$ cat config.mk
export PLATFORM = sky130hd
export DESIGN_NAME = apb_req_arbiter
export DESIGN_NICKNAME = d
export VERILOG_FILES = /design/src/rtl/apb_req_arbiter.sv
export SDC_FILE = /design/constraint.sdc
export NUM_CORES = 1
export LEC_CHECK = 0
export CAP_MARGIN = 10
export CORE_MARGIN = 2
export CORE_UTILIZATION = 40
export DETAILED_ROUTE_END_ITERATION = 6
export GPL_TIMING_DRIVEN = 1
export MAX_ROUTING_LAYER = met4
export PLACE_DENSITY = 0.81
export SLEW_MARGIN = 40
export SYNTH_ARGS = -nofsm -noshare
export SYNTH_HDL_FRONTEND = slang
export SYNTH_SLANG_ARGS = --single-unit
$ cat constraint.sdc
create_clock -name clk -period 2.9 [get_ports clk]
set_input_delay 0.58 -clock clk [delete_from_list [all_inputs] [get_ports clk]]
set_output_delay 0.58 -clock clk [all_outputs]
set_load 0.05 [all_outputs]
$ cat src/rtl/apb_req_arbiter.sv
// -----------------------------------------------------------------------------
// apb_req_arbiter
//
// Two-requester APB master. Two request channels share one APB slave port.
// Arbitration is round-robin between requesters. The block sequences the
// APB SETUP/ACCESS phases and stretches ACCESS while pready is low. It returns
// a one-cycle response pulse, with read data and a timeout error flag, to the
// requester that owned the transfer.
//
// Parameters
//   ADDR_W   APB address width
//   DATA_W   APB data width
//   TIMEOUT  ACCESS cycles allowed without pready before the transfer is
//            abandoned with an error (must be >= 2)
//
// Ports
//   clk, reset                    rising-edge clock, synchronous active-high reset
//   reqN_valid/write/addr/wdata   request channel N (N = 0, 1)
//   reqN_ready                    accept strobe; transfer taken on valid & ready
//   rspN_valid                    one-cycle completion pulse for requester N
//   rspN_rdata/err                completion data and timeout flag; held until
//                                 requester N's next response
//   paddr/psel/penable/pwrite/pwdata/prdata/pready   APB master port
// -----------------------------------------------------------------------------
module apb_req_arbiter #(
    parameter int ADDR_W  = 32,
    parameter int DATA_W  = 32,
    parameter int TIMEOUT = 16
) (
    input  logic              clk,
    input  logic              reset,

    input  logic              req0_valid,
    input  logic              req0_write,
    input  logic [ADDR_W-1:0] req0_addr,
    input  logic [DATA_W-1:0] req0_wdata,
    output logic              req0_ready,
    output logic              rsp0_valid,
    output logic [DATA_W-1:0] rsp0_rdata,
    output logic              rsp0_err,

    input  logic              req1_valid,
    input  logic              req1_write,
    input  logic [ADDR_W-1:0] req1_addr,
    input  logic [DATA_W-1:0] req1_wdata,
    output logic              req1_ready,
    output logic              rsp1_valid,
    output logic [DATA_W-1:0] rsp1_rdata,
    output logic              rsp1_err,

    output logic [ADDR_W-1:0] paddr,
    output logic              psel,
    output logic              penable,
    output logic              pwrite,
    output logic [DATA_W-1:0] pwdata,
    input  logic [DATA_W-1:0] prdata,
    input  logic              pready
);

    // The wait counter only needs to reach TIMEOUT-1.
    localparam int CNT_W = (TIMEOUT > 2) ? $clog2(TIMEOUT) : 1;
    localparam logic [CNT_W-1:0] CNT_LAST = CNT_W'(TIMEOUT - 1);

    typedef enum logic [1:0] {
        S_IDLE   = 2'd0,
        S_SETUP  = 2'd1,
        S_ACCESS = 2'd2,
        S_RESP   = 2'd3
    } state_t;

    state_t              state_q, state_d;
    logic [ADDR_W-1:0]   paddr_q, paddr_d;
    logic [DATA_W-1:0]   pwdata_q, pwdata_d;
    logic                pwrite_q, pwrite_d;
    logic                gnt_id_q, gnt_id_d;
    logic                last_grant_q, last_grant_d;
    logic [CNT_W-1:0]    cnt_q, cnt_d;
    logic [DATA_W-1:0]   rsp0_rdata_q, rsp0_rdata_d;
    logic                rsp0_err_q, rsp0_err_d;
    logic [DATA_W-1:0]   rsp1_rdata_q, rsp1_rdata_d;
    logic                rsp1_err_q, rsp1_err_d;

    logic                gnt_sel;
    logic                accept;
    logic                sel_write;
    logic [ADDR_W-1:0]   sel_addr;
    logic [DATA_W-1:0]   sel_wdata;
    logic                done;
    logic [DATA_W-1:0]   done_rdata;
    logic                done_err;

    // Writes complete with zero read data.
    function automatic logic [DATA_W-1:0] read_result(input logic wr,
                                                      input logic [DATA_W-1:0] d);
        return wr ? '0 : d;
    endfunction

    // -------------------------------------------------------------------------
    // Arbitration: a lone requester wins outright; on a tie the requester that
    // was not granted last wins. last_grant resets to 1 so requester 0 takes the
    // first tie.
    // -------------------------------------------------------------------------
    always_comb begin
        gnt_sel = 1'b0;
        if (req0_valid && req1_valid) begin
            gnt_sel = ~last_grant_q;
        end else if (req1_valid) begin
            gnt_sel = 1'b1;
        end
    end

    assign accept     = (state_q == S_IDLE) && (req0_valid || req1_valid);
    assign req0_ready = accept && !gnt_sel;
    assign req1_ready = accept &&  gnt_sel;

    assign sel_write = gnt_sel ? req1_write : req0_write;
    assign sel_addr  = gnt_sel ? req1_addr  : req0_addr;
    assign sel_wdata = gnt_sel ? req1_wdata : req0_wdata;

    // -------------------------------------------------------------------------
    // Next state and datapath
    // -------------------------------------------------------------------------
    always_comb begin
        state_d      = state_q;
        paddr_d      = paddr_q;
        pwdata_d     = pwdata_q;
        pwrite_d     = pwrite_q;
        gnt_id_d     = gnt_id_q;
        last_grant_d = last_grant_q;
        cnt_d        = cnt_q;
        rsp0_rdata_d = rsp0_rdata_q;
        rsp0_err_d   = rsp0_err_q;
        rsp1_rdata_d = rsp1_rdata_q;
        rsp1_err_d   = rsp1_err_q;
        done         = 1'b0;
        done_rdata   = '0;
        done_err     = 1'b0;

        case (state_q)
            S_IDLE: begin
                if (accept) begin
                    paddr_d      = sel_addr;
                    pwdata_d     = sel_wdata;
                    pwrite_d     = sel_write;
                    gnt_id_d     = gnt_sel;
                    last_grant_d = gnt_sel;
                    state_d      = S_SETUP;
                end
            end

            S_SETUP: begin
                cnt_d   = '0;
                state_d = S_ACCESS;
            end

            S_ACCESS: begin
                if (pready) begin
                    done       = 1'b1;
                    done_rdata = read_result(pwrite_q, prdata);
                    done_err   = 1'b0;
                end else if (cnt_q == CNT_LAST) begin
                    // TIMEOUT ACCESS cycles without pready: give up on the slave.
                    done       = 1'b1;
                    done_rdata = '0;
                    done_err   = 1'b1;
                end else begin
                    cnt_d = cnt_q + CNT_W'(1);
                end

                if (done) begin
                    state_d = S_RESP;
                    if (gnt_id_q) begin
                        rsp1_rdata_d = done_rdata;
                        rsp1_err_d   = done_err;
                    end else begin
                        rsp0_rdata_d = done_rdata;
                        rsp0_err_d   = done_err;
                    end
                end
            end

            S_RESP: begin
                state_d = S_IDLE;
            end

            default: begin
                state_d = S_IDLE;
            end
        endcase
    end

    // -------------------------------------------------------------------------
    // State registers
    // -------------------------------------------------------------------------
    always_ff @(posedge clk) begin
        if (reset) begin
            state_q      <= S_IDLE;
            paddr_q      <= '0;
            pwdata_q     <= '0;
            pwrite_q     <= 1'b0;
            gnt_id_q     <= 1'b0;
            last_grant_q <= 1'b1;
            cnt_q        <= '0;
            rsp0_rdata_q <= '0;
            rsp0_err_q   <= 1'b0;
            rsp1_rdata_q <= '0;
            rsp1_err_q   <= 1'b0;
        end else begin
            state_q      <= state_d;
            paddr_q      <= paddr_d;
            pwdata_q     <= pwdata_d;
            pwrite_q     <= pwrite_d;
            gnt_id_q     <= gnt_id_d;
            last_grant_q <= last_grant_d;
            cnt_q        <= cnt_d;
            rsp0_rdata_q <= rsp0_rdata_d;
            rsp0_err_q   <= rsp0_err_d;
            rsp1_rdata_q <= rsp1_rdata_d;
            rsp1_err_q   <= rsp1_err_d;
        end
    end

    // -------------------------------------------------------------------------
    // Outputs: APB phase strobes decode directly from the state, so they drop
    // the cycle after a reset regardless of where the transfer was.
    // -------------------------------------------------------------------------
    assign psel       = (state_q == S_SETUP) || (state_q == S_ACCESS);
    assign penable    = (state_q == S_ACCESS);
    assign paddr      = paddr_q;
    assign pwrite     = pwrite_q;
    assign pwdata     = pwdata_q;

    assign rsp0_valid = (state_q == S_RESP) && !gnt_id_q;
    assign rsp1_valid = (state_q == S_RESP) &&  gnt_id_q;
    assign rsp0_rdata = rsp0_rdata_q;
    assign rsp0_err   = rsp0_err_q;
    assign rsp1_rdata = rsp1_rdata_q;
    assign rsp1_err   = rsp1_err_q;

    // Protocol invariants.
    a_penable_in_sel: assert property (@(posedge clk) disable iff (reset)
        penable |-> psel);
    a_one_rsp: assert property (@(posedge clk) disable iff (reset)
        !(rsp0_valid && rsp1_valid));
    a_one_ready: assert property (@(posedge clk) disable iff (reset)
        !(req0_ready && req1_ready));

endmodule

Yosys cells after proc, flatten, opt, wreduce, memory -nomap -nowiden --
Cells that the tools add are included. W data, S select, Z words.
Storage, ports and cells: register bits 139, bits in latches 0, memory bits (writable) 0, memory bits (read-only) 0, bits of input ports 167, output and inout bits 137, logic and storage cells 56, memories 0
Operators by class: add/subtract/negate cells 1, multiply operators 0, div/mod/pow operators 0, $lt $le $gt $ge 0, equality and inequality tests 8, shifts and indexed selects 0, multiplexer cells 17, bitwise logic cells 2, reductions and logical operators 17
Operator list (count):
- $mux W32 | 4
- $reduce_and A3 Y1 | 3
- $mux W4 | 2
- $pmux W2 S4 | 1
- $pmux W4 S2 | 1
- $mux W1 | 7
- $logic_and A1 B1 Y1 | 6
- $ne A2 B2 Y1 const B | 3
- $add A4 B1 Y4 const B | 1
- $eq A2 B2 Y1 const B | 2
- $eq A4 B4 Y1 const B | 1
- $mux W2 | 2
- $reduce_and A2 Y1 | 2
- $eq A2 B1 Y1 const B | 1
- $logic_not A1 Y1 | 2
- $logic_not A2 Y1 | 1
- $logic_or A1 B1 Y1 | 2
- $ne A2 B1 Y1 const B | 1
- $not A1 Y1 | 2
- $reduce_bool A2 Y1 | 1

Depth between registers and ports, before layout --
depth in word-level cells 6, mapped depth 7, mapped depth without buffers 5

Worst setup path after synthesis --
No wires, ideal clock.
kind in2out, from input port req1_valid, to output port req0_ready, arrival time 1.701 ns, required time 2.320 ns, slack 0.619 ns, cell stages on the path 4, buffers on the path 2, cell sequence nand2b_1 -> buf_4 -> buf_2 -> nor2b_1
Between the ends: cells in the longest elaborated chain, start to end 4, elaborated cells on any way between the ends 7, those cells by class mux: 2; reduce/logical: 5
RTL lines:
- from (decl) | line 42 | input logic req1_valid,
- $mux W1 / $logic_and A1 B1 Y1 (equally long branches) | line 107, 105
- $mux W1 | line 105 | if (req0_valid && req1_valid) begin
- $logic_not A1 Y1 | line 113 | assign req0_ready = accept && !gnt_sel;
- $logic_and A1 B1 Y1 * | line 113
- to (decl) | line 37 | output logic req0_ready,
Every way passes the cells marked *; elsewhere a longest branch is shown, timed or not.

Worst setup path after layout --
from register state_q[1], to output port psel
Between the ends: cells in the longest elaborated chain, start to end 2, elaborated cells on any way between the ends 3, those cells by class eq/ne: 2; reduce/logical: 1
RTL lines:
- from (decl) | line 71 | state_t state_q, state_d;
- from (signal assigned) | line 209 | state_q <= state_d;
- $eq A2 B1 Y1 / $eq A2 B2 Y1 (equally long branches) | line 227 | assign psel = (state_q == S_SETUP) || (state_q == S_ACCESS);
- $logic_or A1 B1 Y1 * | line 227
- to (decl) | line 52 | output logic psel,
Marked as above.

==> results_dict.tcl <==
set metrics [dict create \
    status "completed" \
    ir_drop_uv 489 \
    synth_edf_count 0 \
    timing.fmax_mhz 380 \
    setup_tns_ps 0 \
    die_w_um 125 \
    drt_iter0_markers 301 \
    cts.sinks 139 \
    critPathMaxFanout 5 \
    hp-class "flop to flop" \
    cts_setup_buffers 0 \
    finalCritPeriodShare_pct 90.7 \
    startpoint_type "flop" \
    route.vias.total 5589 \
    start_util_pct 40.4 \
    postSynthAreaPerCell_um2 10.6 \
    cts.path.max_buffers 2 \
    final_core_util_pct 66.2 \
    hpwl_um 14000 \
    fillers 1081 \
    clk_pin_slew_ps 50 \
    r2r_start "state_q[1]" \
    dieArea_mm2 0.0155 \
    gr-total-overflow 0 \
    viasPerCell 5.47 \
    powerDensity_mw_per_mm2 767 \
    yosysSeqAreaShare_pct 47.9 \
    syn-num-nets 719 \
    synth_ff_type "dfxtp_1" \
    clock_skew_ps 5.94 \
    worstSkewPairLatency_ps 410 \
    cts_tree "done" \
    p_leak_nw 3.20 \
    drive_above_1_share_pct 5.98 \
    crit_start "state_q[1]" \
    grt_pass1_vias 5706 \
    die_h_um 125 \
    endpoint_kind "output port" \
    finalHoldViolations 0 \
    yosys_warnings 0 \
    io_pins 304 \
    worstMarginPinSlew_ps 700 \
    rsz0062_at_grt "false" \
    area_growth_pct 63.7 \
    totalWireLength_um 19600 \
    ys_types 37 \
    antenna_found_initial 1 \
    grt_max_degree 76 \
    drc 0 \
    cts_buffers 17 \
    grt_first_pass_wirelength_um 30500 \
    timing.final.crit_period_ps 2630 \
    cp.required_ps 2320 \
    coreArea_mm2 0.0144 \
    setup_violations 0 \
    fin_nets 998 \
    ys_seq_elements 139 \
    syn-cell-area_mm2 0.00581 \
    relSlewSlack_pct 53.2 \
    firstDrtPassIters 5 \
    ant_nets 0 \
    io_buffers 303 \
    cts_hold_buf 0 \
    worstPathArrival_ps 2050 \
    async_flop_share_pct 0 \
    cts_htree_levels 4 \
    wl_per_cell_um 19.2 \
    post_cts_resized 0 \
    place_congestion 0.885 \
    drv_slew 0 \
    min_from "pwdata[7]" \
    groute.usage.overall_pct 25.4 \
    rows 44 \
    worstSetupPathType "flop to output port" \
    root_buffer "clkbuf_16" \
    synthCells 546 \
    maxCapViolations 0 \
]
==> cell usage after synthesis, types with 2 or more instances <==
cell type  number  area share, %
ha_1            6            1.3
nor4bb_1        3           0.52
dfxtp_1       139             48
nor3b_1         2           0.26
nor2b_1         4           0.43
a221o_1         3           0.52
a32oi_1        63            9.5
and3_1          2           0.22
o2bb2ai_1      62            9.3
nand2b_1       69            7.4
buf_2          29            2.5
nor2_1          5           0.32
inv_1           4           0.26
mux2i_1        65             11
a21oi_1         4           0.34
nand2_1        39            2.5
clkbuf_1       14           0.90
buf_6           3           0.58
a211o_1         2           0.30
a31oi_1         2           0.22
a211oi_1        4           0.52
buf_4           7           0.90
==> stage by stage <==
step                      power (mW)  instance area, um2  hold WS (ps)  setup WS (ps)  instances
after floorplan                 4.18                5810           499            619        546
after global placement          5.18                8950           444            616        990
after detailed placement        5.23                8950           447            538        990
after CTS                       7.33                9510           463            242       1020
after global routing            7.57                9510           475            178       1021
final                           7.30                9510           461            269       1021
==> cells in the final DEF (no fill, tap or decap), types with 4 or more instances in the layout <==
cell and count:
a211oi_1 4, a21oi_1 4, a32oi_1 63, buf_12 5, buf_4 7, clkbuf_16 17, clkdlybuf4s50_1 299, clkinv_2 4
dfxtp_1 139, ha_1 6, inv_1 4, mux2i_1 65, nand2_1 39, nand2b_1 67, nor2_1 4, o2bb2ai_1 62
==> state kept, by name, indices dropped and copies added (netlist names) <==
signal,cells
rsp0_rdata,32
last_grant_q,1
pwdata,32
paddr,32
cnt_q,4
gnt_id_q,1
rsp1_rdata,32
pwrite,1
rsp1_err,1
rsp0_err,1
state_q,2
==> path summary, 6_finish.rpt <==
check,endpoint,slack [ps],depth (start not counted)
setup reg to reg,paddr[5],1080,6
hold reg to reg,pwdata[7],460,1
hold / removal,pwdata[7],460,1
setup / recovery,psel,270,3
==> area by class of cell <==
cell class                 count  area [um2]  area share (%)
timing repair buffer         313        3160            33.2
sequential                   139        2780            29.3
multi-input combinational    350        2770            29.1
clock buffer                  22         464            4.88
tap                          184         230            2.42
clock inverter                 8        95.1            1.00
inverter                       4        15.0           0.158
antenna                        1        2.50          0.0263
==> where the power goes <==
| group | switching (mW) | internal, mW | leakage [nW] | total [mW] |
|---|---|---|---|---|
| clock | 0.781 | 1.29 | 0.272 | 2.08 |
| sequential | 0.181 | 2.19 | 1.13 | 2.37 |
| combinational | 1.81 | 1.04 | 1.80 | 2.85 |
| total | 2.77 | 4.52 | 3.20 | 7.30 |
==> worst max-delay path, stage by stage (launching register included) <==
cell and delay (ps):
dfxtp_1 400, inv_1 90, ha_1 330, clkdlybuf4s50_1 820
==> routing by layer <==
layer	wire (um)	share of wire, %	vias up	GRT usage (%)
li1	-	-	2613	-
met1	7840	40	2676	27.8
met2	9380	48	256	41.4
met3	1660	8.5	44	8.85
met4	728	3.7	0	12.0
met5	0	0	-	-
==> cells by family (layout without fill, tap and decap cells) <==
kind of cell / after synthesis / after routing / share of synthesized area [%]
other cells: 0 / 1 / 0
buf+inv: 57 / 347 / 5.15
compound gates: 149 / 149 / 22.0
mux: 65 / 65 / 11.2
fa+ha+maj: 6 / 6 / 1.29
flops: 139 / 139 / 47.9
simple gates: 130 / 130 / 12.5
Note: power is estimated with default switching activity, not from simulation.
